`src/rtl/mano_cycle_ctrl.sv`:
```
// Timing and cycle controller for the basic computer.
// Owns the sequence counter, the start/stop flag S and the interrupt-cycle
// flag R. It produces the one-hot timing bus T plus the registered opcode
// decode D and the indirect bit I.
module mano_cycle_ctrl #(
    parameter int SC_W  = 4,
    parameter int OPC_W = 3,
    parameter int IR_W  = 16
) (
    input  logic                  clk,
    input  logic                  rst_n,
    input  logic                  start,
    input  logic                  halt,
    input  logic                  sc_clr,
    input  logic [IR_W-1:0]       ir,
    input  logic                  ien,
    input  logic                  fgi,
    input  logic                  fgo,
    output logic [2**SC_W-1:0]    T,
    output logic [2**OPC_W-1:0]   D,
    output logic                  I,
    output logic                  R,
    output logic                  S,
    output logic [SC_W-1:0]       sc
);

    localparam int T_W = 2**SC_W;
    localparam int D_W = 2**OPC_W;
    localparam logic [SC_W-1:0] SC_T2 = SC_W'(2);

    logic [SC_W-1:0] sc_q, sc_d;
    logic            s_q, s_d;
    logic            r_q, r_d;
    logic            i_q, i_d;
    logic [D_W-1:0]  d_q, d_d;

    logic            at_t2;
    logic            fetch_phase;
    logic            irq_req;

    // Next-state for SC, S, R and the decode latch.
    always_comb begin
        sc_d = sc_q;
        s_d  = s_q;
        r_d  = r_q;
        i_d  = i_q;
        d_d  = d_q;

        at_t2       = s_q && (sc_q == SC_T2);
        // SC 0..2 is the fetch/decode window; an interrupt must never cut it.
        fetch_phase = (sc_q <= SC_T2);
        irq_req     = ien && (fgi || fgo);

        if (!s_q) begin
            // halt outranks start; SC is left alone so the first running cycle is T0.
            s_d = start && !halt;
        end else if (halt) begin
            // halt also drops any interrupt request arriving on this edge.
            s_d  = 1'b0;
            sc_d = '0;
        end else begin
            if (r_q && sc_q == SC_T2) begin
                // RT2 closes the interrupt cycle.
                sc_d = '0;
                r_d  = 1'b0;
            end else if (sc_clr) begin
                sc_d = '0;
            end else begin
                sc_d = sc_q + 1'b1;
            end

            // Request is latched mid-execute; it takes hold at the next T0
            // once control logic ends the instruction with sc_clr.
            if (!r_q && !fetch_phase && irq_req)
                r_d = 1'b1;

            // Decode the opcode at the end of T2 of a normal (non-R) cycle.
            if (at_t2 && !r_q) begin
                d_d = '0;
                d_d[ir[IR_W-2 -: OPC_W]] = 1'b1;
                i_d = ir[IR_W-1];
            end
        end
    end

    // State registers; reset clears everything immediately.
    always_ff @(posedge clk or negedge rst_n) begin
        if (!rst_n) begin
            sc_q <= '0;
            s_q  <= 1'b0;
            r_q  <= 1'b0;
            i_q  <= 1'b0;
            d_q  <= '0;
        end else begin
            sc_q <= sc_d;
            s_q  <= s_d;
            r_q  <= r_d;
            i_q  <= i_d;
            d_q  <= d_d;
        end
    end

    // One-hot timing decode; all low while halted.
    always_comb begin
        T = '0;
        T[sc_q] = s_q;
    end

    assign D  = d_q;
    assign I  = i_q;
    assign R  = r_q;
    assign S  = s_q;
    assign sc = sc_q;

    // T_W is only used to document the bus width relationship.
    logic unused_tw;
    assign unused_tw = (T_W == 0);

endmodule

```
`config.mk`:
```
export PLATFORM = sky130hd
export DESIGN_NAME = mano_cycle_ctrl
export DESIGN_NICKNAME = d
export VERILOG_FILES = /design/src/rtl/mano_cycle_ctrl.sv
export SDC_FILE = /design/constraint.sdc
export NUM_CORES = 1
export LEC_CHECK = 0
export CAP_MARGIN = 10
export CORE_MARGIN = 4
export CORE_UTILIZATION = 25
export DETAILED_ROUTE_END_ITERATION = 7
export PLACE_DENSITY = 0.66
export SYNTH_ARGS = -nofsm -noshare
export SYNTH_HDL_FRONTEND = slang
export SYNTH_SLANG_ARGS = --single-unit
export TNS_END_PERCENT = 100
```
`constraint.sdc`:
```
create_clock -name clk -period 2.2 [get_ports clk]
set_input_delay 0.66 -clock clk [delete_from_list [all_inputs] [get_ports clk]]
set_output_delay 0.66 -clock clk [all_outputs]
set_load 0.1 [all_outputs]
```
* Yosys cells after proc, flatten, opt, wreduce, memory -nomap -nowiden *
Index checks and enable logic that the tools add are counted.

word-level totals
  register bits after elaboration = 15
  word-level logic and storage cells = 41
  input bits = 24
  output and inout bits = 31

cells by class
  bitwise gates (word level) = 2
  add/subtract/negate cells = 1
  magnitude comparators = 5
  mux-type cells = 11
  reduce and logical (&&, ||, !) cells = 16
  equal/unequal tests = 1

operators with widths
  cell                 number
  $and 16x16->16       1
  $mux 4               3
  $logic_and 1x1->1    9
  $mux 1               6
  $reduce_and 3->1     2
  $lt 4x5->1 const B   1
  $add 4x1->4 const B  1
  $demux 1 s4          1
  $eq 4x2->1 const B   1
  $ge 4x1->1 const B   1
  $le 4x2->1 const B   1
  $lt 3x4->1 const B   1
  $demux 1 s3          1
  $ge 3x1->1 const B   1
  $logic_not 1->1      3
  $reduce_bool 2->1    1
  $logic_or 1x1->1     1
  $not 1->1            1

* Longest topological paths before layout *
  word-level depth = 6
  gate-level depth with buffers = 5
  mapped depth without buffers = 5

* Worst setup path before layout *
Ideal clock, no wire load.

  kind = register -> output
  start = reg s_q (netlist: S)
  end = out T[1]
  path buffers = 1
  cell stages (with the launch flop) = 4
  setup slack = -1.900 ns
  data arrival time = 3.440 ns
  path through = dfrtp_1 > clkbuf_1 > nand2_1 > nor3_1

on the way
  word-level cells in the longest chain between the ends = 1

ends and longest elaborated chain
  what                             RTL line  source
  from (decl)                      32        logic s_q, s_d;
  from (signal assigned)           90        s_q <= 1'b0;
  from (signal assigned)           96        s_q <= s_d;
  $and 16x16->16 (no source line)  --
  to (decl)                        19        output logic [2**SC_W-1:0] T,

Every way passes these cells.

* Final worst setup path *
  start = reg sc_q[3] (netlist: sc[3])
  end = out T[7]

on the way
  word-level cells in the longest chain between the ends = 5
  elaborated cells on any way between the ends = 6
  those cells by class = order compare (2); mux (2); bitwise (1); reduce/logical (1)

ends and longest elaborated chain
  what                                                            RTL line  source
  from (decl)                                                     31        logic [SC_W-1:0] sc_q, sc_d;
  from (signal assigned)                                          89        sc_q <= '0;
  from (signal assigned)                                          95        sc_q <= sc_d;
  $lt 4x5->1 (implied by the code) or $ge 4x1->1 (tied branches)  106       T[sc_q] = s_q;
  $logic_and 1x1->1 (implied by the code)                         106
  $mux 1 (implied by the code)                                    106
  $demux 1 s4 (*)                                                 106
  $and 16x16->16 (no source line) (*)                             --

Every way passes the cells marked *; elsewhere a longest branch is shown, timed or not.

==> flow_summary.yaml <==
outcome:
  outcome: "complete, no violations"
detailed_routing:
  routedWlPerCell_microns: 11.92
  ant_nets: 0
  totalWireLength_microns: 2395
  firstDrtPassIters: 4
  post-route-drc-count: 0
  drtIter0Drc: 24
  dr_total_vias: 894
  avgViaCountPerCell: 4.448
sta:
  setup_tns_ps: 0
  final.setup_skew_ps: 7.871
  slew_violations: 0
  worstMarginPinSlew_ps: 374.4
  setup-violations-final: 0
  worst_slack_ps: 48.75
  max_clock_freq_ghz: 0.4648
  rsz0062_at_grt: "true"
  min_period_ps: 2151
  finalHoldWorstSlack_ps: 513.9
  slew_headroom_pct: 74.98
  finalHoldViolCount: 0
  fin_crit_sh_pct: 97.78
setup_path:
  arrival_ps: 1490
  critPathMaxFanout: 6
  cp-end-kind: "output port"
  worst-endpoint-required_ps: 1540
  crit_type: "reg -> out"
  critPathLaunchType: "flop"
grt:
  first_global_vias: 851
  antenna_found_initial: 0
  grt_max_degree: 16
  grt_usage_pct: 11.09
  gr-total-overflow: 0
  grt_pass1_wl_microns: 3891
finish:
  areaGrowthSynthToFinish_pct: 119.5
  nets: 184
  drive_above_1_share_pct: 65.16
  fin_area_sq_um: 1942
  diodes: 0
  final_common_cell: "buf_4"
  stdcell_count: 201
  layout_common_cells: "buf_4, buf_12, nor2_4, clkdlybuf4s50_1"
die:
  die_area_sq_um: 4554
  core_sq_um: 3390
  ioPinCount: 55
  die_w_microns: 67.49
  die_y_microns: 67.49
  placementRows: 21
  start_util_pct: 26.10
logic_synthesis:
  yosys_register_bits: 15
  seq_area_frac_synth_pct: 42.43
  synth_area_leaders: "dfrtp_1, mux2_2, nor2_1"
  synth.largest_area_cell: "dfrtp_1"
  synth_nets: 122
  yosys_warnings: 0
  synth_cells: 94
  syn_area_sq_um: 884.6
  yosysTopAreaCellShare_pct: 42.43
  ys_types: 26
  syn_area_per_cell_sq_um: 9.411
clocking:
  cts_tree: "built"
  numClockSinks: 15
  clk_pin_slew_ps: 80
  cts_buffers: 3
  h-tree-depth: 1
  clockRootBuffer: "clkbuf_4"
  hold_buffers: 0
  cts_buffer_depth: 2
  clk_latency_ps: 280
power:
  p_leak_nw: 0.7872
  p_per_area_nw_per_um2: 594.0
  vdd_drop_max_v: 0.0003529
place:
  detailed_place_hpwl_microns: 1974
  gp_congestion: 0.7141
  pre_cts_ws_ps: 63.43
  dpl_cell_area_sq_um: 1772
  place_inst: 183
  io_buffers: 42
run:
  cap_violations: 0
min_path:
  hold_class: "reg -> reg"
## through the flow
stage / util (%) / total power, mW
after floorplan: - / 0.7740
after global routing: 57.29 / 1.216
final: 57.29 / 1.153
after global placement: 52.27 / 0.9597
after detailed placement: 52.27 / 0.9675
after CTS: 55.15 / 1.144
## power by group
group	switching, mW	leakage, nW	internal, mW
Combinational	0.417	0.575	0.220
Clock	0.0865	0.0177	0.0675
Sequential	0.0479	0.195	0.315
## cells in the mapped netlist
cell type  number
nor2_1         19
dfrtp_1        15
nand2_1        12
mux2_2         10
ha_1            4
inv_1           4
nand2b_1        4
nor3_1          3
nor3b_1         3
clkbuf_1        2
o21ai_0         2
o22ai_1         2
a211oi_1        1
a21oi_1         1
a311o_1         1
and3_1          1
and3b_1         1
buf_4           1
buf_6           1
nand3_1         1
nor3_4          1
nor4b_1         1
o22a_2          1
o31ai_1         1
or2b_1          1
or3b_4          1
## metal layers
layer	vias up	global-route usage (%)	share of wire, %
met5	-	0	0
met2	36	19.81	51
met4	0	3.797	1.2
met1	407	13.00	41
li1	448	-	-
met3	3	2.329	7.0
## layout make-up
cell class,count,area (sq um)
Clock inverter,1,5.005
Multi-Input combinational cell,71,669.4
Fill cell,276,1448
Tap cell,46,57.56
Timing Repair Buffer,61,773.2
Inverter,4,20.02
Clock buffer,3,22.52
Sequential cell,15,394.1
## worst max-delay path: stages, from the launching register on
cell and delay, ps:
dfrtp_4 510, nand2b_2 240, buf_4 180, nor2_4 90, buf_12 180
## state kept, by name (all words and copies together), names as in the netlist
signal,flops
sc,4
R,1
I,1
D,8
S,1
## what timing repair did
item | in CTS | in global routing
setup buffers | 6 | 8
pin swaps | 3 | 1
endpoints found under the setup margin | 9 | 11
gates resized for setup | 5 | 4
## path summary, 6_finish.rpt
kind	from	endpoint	slack [ps]	cells after the start
worst max-delay path	sc[3]$_DFFE_PN0P_	T[7]	50	4
worst min-delay path	D[6]$_DFFE_PN0P_	D[6]$_DFFE_PN0P_	510	1
worst max register to register	sc[0]$_DFFE_PN0P_	D[1]$_DFFE_PN0P_	150	7
worst min register to register	D[6]$_DFFE_PN0P_	D[6]$_DFFE_PN0P_	510	1
max in group asynchronous	rst_n	sc[3]$_DFFE_PN0P_	1330	2
min in group asynchronous	rst_n	D[4]$_DFFE_PN0P_	670	2
## cells by family (layout without fill, tap and decap cells)
family | count (synthesis) | count (layout) | synth area share [%]
flops | 15 | 15 | 42.43
buf+inv | 8 | 69 | 4.668
simple gates | 48 | 48 | 27.44
fa+ha+maj | 4 | 4 | 5.658
mux | 10 | 10 | 12.73
compound gates | 9 | 9 | 7.072
(Power assumes the default switching activity.)
